==> config.mk <==
export PLATFORM = sky130hd
export DESIGN_NAME = bnn_dense_argmax
export DESIGN_NICKNAME = d
export VERILOG_FILES = /design/src/rtl/bnn_pkg.sv /design/src/rtl/bnn_popcount.sv /design/src/rtl/bnn_dense_argmax.sv
export SDC_FILE = /design/constraint.sdc
export NUM_CORES = 1
export LEC_CHECK = 0
export ABC_AREA = 1
export ABC_CLOCK_PERIOD_IN_PS = 21300
export BUFFER_PORTS_ARGS = -buffer_cell sky130_fd_sc_hd__buf_2
export CORE_MARGIN = 3
export CORE_UTILIZATION = 58
export DETAILED_ROUTE_END_ITERATION = 8
export PLACE_DENSITY = 0.87
export SLEW_MARGIN = 20
export SYNTH_ARGS = -nofsm -noshare
export SYNTH_HDL_FRONTEND = slang
export SYNTH_SLANG_ARGS = --single-unit
==> constraint.sdc <==
create_clock -name clk -period 21.3 [get_ports clk]
set_input_delay 2.13 -clock clk [delete_from_list [all_inputs] [get_ports clk]]
set_output_delay 2.13 -clock clk [all_outputs]
set_load 0.1 [all_outputs]
==> src/rtl/bnn_pkg.sv <==
// Shared definitions for the binary neural network stages.
// Holds the default geometry of the dense/argmax classifier and the
// controller state type.
package bnn_pkg;

   localparam int unsigned BNN_IN_BITS     = 196;  // 14x14 pooled map
   localparam int unsigned BNN_NUM_CLASSES = 10;
   localparam int unsigned BNN_CNT_W       = $clog2(BNN_IN_BITS + 1);
   localparam int unsigned BNN_CLS_W       = $clog2(BNN_NUM_CLASSES);

   typedef enum logic [1:0] {
      S_IDLE,
      S_ISSUE,
      S_RUN,
      S_DONE
   } state_e;

endpackage

==> src/rtl/bnn_popcount.sv <==
// XNOR + popcount of a binary feature vector against a binary weight row.
// Purely combinational, reusable by convolution stages.
// Ports:
//   vec_i   : binary feature vector
//   wgt_i   : binary weight row
//   score_o : number of agreeing bit positions (0..IN_BITS)
module bnn_popcount
   import bnn_pkg::*;
#(
   parameter int unsigned IN_BITS = BNN_IN_BITS,
   parameter int unsigned CNT_W   = $clog2(IN_BITS + 1)
) (
   input  logic [IN_BITS-1:0] vec_i,
   input  logic [IN_BITS-1:0] wgt_i,
   output logic [CNT_W-1:0]   score_o
);

   logic [IN_BITS-1:0] match;

   assign match = ~(vec_i ^ wgt_i);

   always_comb begin
      score_o = '0;
      for (int unsigned i = 0; i < IN_BITS; i++) begin
         score_o = score_o + CNT_W'(match[i]);
      end
   end

endmodule

==> src/rtl/bnn_dense_argmax.sv <==
// Binary dense layer with argmax: scores one class per cycle by fetching
// its weight row from external memory and keeps the best (lowest index
// wins ties).
// Ports:
//   clk, rst              : clock, synchronous active-high reset
//   in_valid/in_ready/in_vec : feature vector input handshake
//   w_en/w_addr/w_data    : weight row read (data one cycle after w_en)
//   out_valid/out_ready   : result handshake
//   out_class/out_score   : winning class and its XNOR-popcount score
module bnn_dense_argmax
   import bnn_pkg::*;
#(
   parameter int unsigned IN_BITS     = BNN_IN_BITS,
   parameter int unsigned NUM_CLASSES = BNN_NUM_CLASSES,
   parameter int unsigned CNT_W       = $clog2(IN_BITS + 1),
   parameter int unsigned CLS_W       = $clog2(NUM_CLASSES)
) (
   input  logic               clk,
   input  logic               rst,
   input  logic               in_valid,
   output logic               in_ready,
   input  logic [IN_BITS-1:0] in_vec,
   output logic               w_en,
   output logic [CLS_W-1:0]   w_addr,
   input  logic [IN_BITS-1:0] w_data,
   output logic               out_valid,
   input  logic               out_ready,
   output logic [CLS_W-1:0]   out_class,
   output logic [CNT_W-1:0]   out_score
);

   localparam logic [CLS_W-1:0] LAST = CLS_W'(NUM_CLASSES - 1);

   state_e             state_q, state_d;
   logic [CLS_W-1:0]   k_q, k_d;
   logic [IN_BITS-1:0] vec_q, vec_d;
   logic [CLS_W-1:0]   best_cls_q, best_cls_d;
   logic [CNT_W-1:0]   best_sc_q, best_sc_d;
   logic               w_en_q, w_en_d;
   logic [CLS_W-1:0]   w_addr_q, w_addr_d;
   logic [CNT_W-1:0]   score;

   bnn_popcount #(
      .IN_BITS (IN_BITS),
      .CNT_W   (CNT_W)
   ) u_popcount (
      .vec_i   (vec_q),
      .wgt_i   (w_data),
      .score_o (score)
   );

   always_comb begin
      state_d    = state_q;
      k_d        = k_q;
      vec_d      = vec_q;
      best_cls_d = best_cls_q;
      best_sc_d  = best_sc_q;
      case (state_q)
         S_IDLE: begin
            if (in_valid) begin
               vec_d   = in_vec;
               state_d = S_ISSUE;
            end
         end
         S_ISSUE: begin
            k_d     = '0;
            state_d = S_RUN;
         end
         S_RUN: begin
            // Class 0 always seeds the best; strict > keeps lower index on ties.
            if ((k_q == '0) || (score > best_sc_q)) begin
               best_cls_d = k_q;
               best_sc_d  = score;
            end
            if (k_q == LAST) begin
               state_d = S_DONE;
            end else begin
               k_d = k_q + 1'b1;
            end
         end
         S_DONE: begin
            if (out_ready) begin
               state_d = S_IDLE;
            end
         end
         default: state_d = S_IDLE;
      endcase

      // Read strobe is registered, so it is derived from the next state:
      // ISSUE fetches row 0, RUN on row k pre-fetches row k+1.
      w_en_d   = (state_d == S_ISSUE) || ((state_d == S_RUN) && (k_d != LAST));
      w_addr_d = '0;
      if ((state_d == S_RUN) && w_en_d) begin
         w_addr_d = k_d + 1'b1;
      end
   end

   always_ff @(posedge clk) begin
      if (rst) begin
         state_q    <= S_IDLE;
         k_q        <= '0;
         vec_q      <= '0;
         best_cls_q <= '0;
         best_sc_q  <= '0;
         w_en_q     <= 1'b0;
         w_addr_q   <= '0;
      end else begin
         state_q    <= state_d;
         k_q        <= k_d;
         vec_q      <= vec_d;
         best_cls_q <= best_cls_d;
         best_sc_q  <= best_sc_d;
         w_en_q     <= w_en_d;
         w_addr_q   <= w_addr_d;
      end
   end

   assign in_ready  = (state_q == S_IDLE);
   assign out_valid = (state_q == S_DONE);
   assign out_class = out_valid ? best_cls_q : '0;
   assign out_score = out_valid ? best_sc_q : '0;
   assign w_en      = w_en_q;
   assign w_addr    = w_addr_q;

endmodule

Yosys cells after proc, flatten, opt, wreduce, memory -nomap -nowiden
Cells that the tools add are included.

operators by class
  add/sub/neg operators = 197
  $mul = 0
  div/mod/pow operators = 0
  $lt $le $gt $ge = 1
  equal/unequal tests = 7
  shift operators = 0
  multiplexer cells = 8
  bitwise logic cells = 3
  reductions and logical operators = 9

operators by type and width
  cell                   number
  $add A8 B1 Y8          194
  $not A196 Y196         1
  $xor A196 B196 Y196    1
  $add A4 B1 Y4 const B  2
  $gt A8 B8 Y1           1
  $mux W4                2
  $mux W8                1
  $pmux W2 S4            1
  $pmux W4 S2            1
  $eq A2 B2 Y1 const B   3
  $mux W2                3
  $eq A2 B1 Y1 const B   2
  $eq A4 B4 Y1 const B   1
  $logic_not A4 Y1       1
  $ne A4 B4 Y1 const B   1
  $reduce_and A2 Y1      2
  $add A1 B1 Y2          1
  $logic_and A1 B1 Y1    2
  $logic_not A2 Y1       1
  $logic_or A1 B1 Y1     2
  $reduce_or A2 Y1       1
  $not A1 Y1             1

word-level totals
  register bits after elaboration = 219
  bits in latches = 0
  bits in writable memories = 0
  memory bits (read-only) = 0
  input bits = 396
  output and inout bits = 19
  memories kept = 0

Depth between registers and ports, before layout
  depth after elaboration = 200
  gate-level depth with buffers = 42

By module
A second synthesis with hierarchy kept.

unflattened totals
  cells, all modules = 1718
  area, all modules = 14881.8 µm²

modules (own cells, without submodules)
  module            times used  cells an instance  area each (µm²)
  bnn_dense_argmax  1           1076               8182.8
  bnn_popcount      1           642                6698.9

Worst setup path after synthesis
No wires, ideal clock.

  path kind = input port to flip-flop
  from = in w_data[46]
  to = reg best_sc_q[2]
  data arrival time = 10.234 ns
  setup slack = 10.951 ns
  stages on the path = 36
  buffers on the path = 1
  path through = xor2_1 > fa_1 > inv_1 > fa_1 > inv_1 > fa_1 > inv_1 > fa_1 > inv_1 > fa_1 > fa_1 > fa_1 > fa_1 > fa_1 > fa_1 > inv_1 > fa_1 > fa_1 > inv_1 > fa_1 > inv_1 > nand3_1 > nand3_1 > xor2_1 > inv_1 > ha_1 > nand2_1 > nor2_1 > nand2_1 > nand2_1 > nand2_1 > nand2_2 > buf_6 > nand3_1 > nand2_1 > nor2_1

on the way
  longest elaborated chain between the ends = 155

ends and longest elaborated chain
  element                             RTL line                 RTL
  start: declaration                  bnn_dense_argmax.sv:25   input logic [IN_BITS-1:0] w_data,
  $xor A196 B196 Y196                 bnn_popcount.sv:20       assign match = ~(vec_i ^ wgt_i);
  $not A196 Y196                      bnn_popcount.sv:20
  $add A8 B1 Y8 (150 in a row)        bnn_popcount.sv:25       score_o = score_o + CNT_W'(match[i]);
  named net score[4]                  bnn_dense_argmax.sv:41   logic [CNT_W-1:0] score;
  $gt A8 B8 Y1                        bnn_dense_argmax.sv:71   if ((k_q == '0) || (score > best_sc_q)) begin
  $logic_or A1 B1 Y1                  bnn_dense_argmax.sv:71
  $reduce_and A2 Y1 (no source line)  n/a
  end signal: assignment              bnn_dense_argmax.sv:112  best_sc_q <= best_sc_d;
  end: declaration                    bnn_dense_argmax.sv:38   logic [CNT_W-1:0] best_sc_q, best_sc_d;

The timed path passes the listed nets, and every way through them passes these cells.
A chain may end at the register's enable or synchronous reset.

Worst setup path after layout
  from = in w_data[46]
  to = reg best_sc_q[3]

Same word-level chain as after synthesis.

==> flow_summary.ini <==
[status]
status = completed

[setup_path]
end_kind = register
cpPeakStageDelay_ns = 0.57
cp_num_buf_inv = 9
crit_type = in2reg
cp-start-kind = input pin
cp_max_fo = 24
crit_path_frequent_cell = fa_1
slowest_stage = fa_1
cp.required_ns = 21.71
cp_data_arrival_time_ns = 10.94
crit_family = adder cells

[cts]
clk_pin_slew_worst_paths_ns = 0.06
holdBufCountCts = 0
insertion_delay_ns = 0.52
cts_tree = done
clockBufferDepth = 3
clock-sinks = 219
cts_root_buf = clkbuf_16
cts_resized = 0
numCtsBuffers = 25
cts_max_level = 1
post_cts_buffers = 0

[logic_synthesis]
yosys_warnings = 0
ys_ff_latch = 219
synth_cells = 1709
synth-main-ff-cell = dfxtp_1
async_reset_ff_share_pct = 0
synthesis.area_um2 = 14800
synth.area.top_cells = dfxtp_1 (30%), fa_1 (25%), nor2_1 (11%)
synth_most_common_cell = nor2_1
syn_nets = 2335
synthDominantCellAreaShare_pct = 29.6
yosysSeqAreaShare_pct = 29.6
ys_top_cells_by_count = nor2_1 (418), inv_1 (236), dfxtp_1 (219)
synth-edff-count = 0
yosysTopAreaCell = dfxtp_1
syn_area_per_cell_um2 = 8.68
yosysUniqueCellTypes = 31

[routing]
avgRoutedWirePerCell_um = 16.4
drtIter0Drc = 799
wl_met3_um = 2520
antenna_left = 0
via_count = 12300
drt_wl_total_um = 40000
drt_first_pass_iters = 5
wl_met2_um = 20600
route.top_layer_used = met5
vias_per_cell = 5.05
met1_length_um = 15000
drc = 0

[timing]
skew_ns = 0.00829
setup_violations = 0
min_period_ns = 10.52
fin_tns_setup_ns = 0
hold_viol = 0
rsz0062_at_grt = false
fin_crit_sh_pct = 49.4
max_freq_mhz = 95.0
slew-limit-headroom_pct = 34.6
tightest_slew_ns = 0.980
slew_viol_final = 0

[global_routing]
track_usage_pct = 28.3
grt_overflow = 0
grt_pass1_wl_um = 63500
grt_max_degree = 114
antenna_found_initial = 14
first_global_vias = 12900

[flow_run]
maxCapViolations = 0

[placement]
hpwl_um = 31600
globalplace.congestion = 0.900
port_buffers = 414

[cells_and_area]
final_layout_size_suffix_gt1_share_pct = 22.6
final_nets = 2709
syn_to_final_growth_pct = 20.5
fill_cells = 1828

[die]
initial_core_util_pct = 59.9
die-width_um = 166
boundaryPins = 415
die_h_um = 166
coreArea_um2 = 24700
fp.dieArea_um2 = 27500
placementRows = 57

[hold_path]
hold_path_class = reg2reg
[layout make-up]
class / instances / area [um2] / area share [%]
multi-input combinational: 1180 / 9230 / 51.6
sequential: 219 / 4380 / 24.5
timing repair buffer: 418 / 2100 / 11.8
inverter: 239 / 905 / 5.06
clock buffer: 36 / 727 / 4.07
tap: 324 / 405 / 2.27
clock inverter: 8 / 92.6 / 0.518
antenna: 11 / 27.5 / 0.154
[layer usage]
metal	vias to the layer above	global-route usage [%]
met1	5785	33.8
met2	460	50.6
li1	5924	-
met5	-	0
met4	4	10.8
met3	121	5.28
[placed cells by master (no fill, tap or decap), types with 2 or more instances in the layout]
cell       instances
clkbuf_8           6
xnor2_1           79
o21ai_0          197
o21ai_1            5
clkinv_2           5
buf_2            414
inv_2              2
fa_1             182
ha_1              48
xor2_1           120
a21oi_1           17
clkbuf_16         25
nor2_1           418
buf_4              4
dfxtp_1          219
nand3_1           21
nor2_2             2
nand3_2            3
inv_1            235
nand2_2            3
a21oi_2            2
nand2_1           69
bufinv_16          2
clkbuf_1           5
diode_2           11
nand4_1            6
[cell families (layout without fill, tap and decap cells)]
family	after synthesis	in the layout	share of synthesized area (%)
flops	219	219	29.6
xor+xnor	199	199	11.7
simple gates	527	527	14.0
other cells	0	11	0
buf+inv	310	701	8.34
compound gates	224	224	7.72
fa+ha+maj	230	230	28.6
[registers in the layout (all words and copies together), names as in the netlist]
register    count
k_q             4
state_q         2
best_sc_q       8
best_cls_q      4
w_en            1
w_addr          4
vec_q         196
[worst min-delay path, delay by kind of cell, from the launching register on]
family           cells  cell delay [ns]
flip-flops           1             0.32
AND/OR/NAND/NOR      1             0.08
AO/OA/AOI/OAI        1             0.04
[metrics by stage]
stage	cells	instance area, um2	setup WS (ns)	hold WS, ns	util [%]
after floorplan	1709	14800	10.95	0.451	-
after global placement	2380	17000	10.36	0.471	68.8
after detailed placement	2380	17000	10.23	0.471	68.8
after CTS	2424	17800	10.75	0.485	72.1
after global routing	2435	17900	10.22	0.519	72.2
final	2435	17900	10.78	0.483	72.2
[path summary, 6_finish.rpt]
path / from / endpoint / slack (ns) / depth (start not counted)
min: best_cls_q[3] / best_cls_q[3] / 0.48 / 2
max reg2reg: vec_q[46] / best_sc_q[3] / 12.11 / 35
max: w_data[46] / best_sc_q[3] / 10.78 / 36
min reg2reg: best_cls_q[3] / best_cls_q[3] / 0.48 / 2
Power is left out: the tool's default activity adds up to more than one toggle a clock period on the data nets, which glitch-free logic cannot reach.
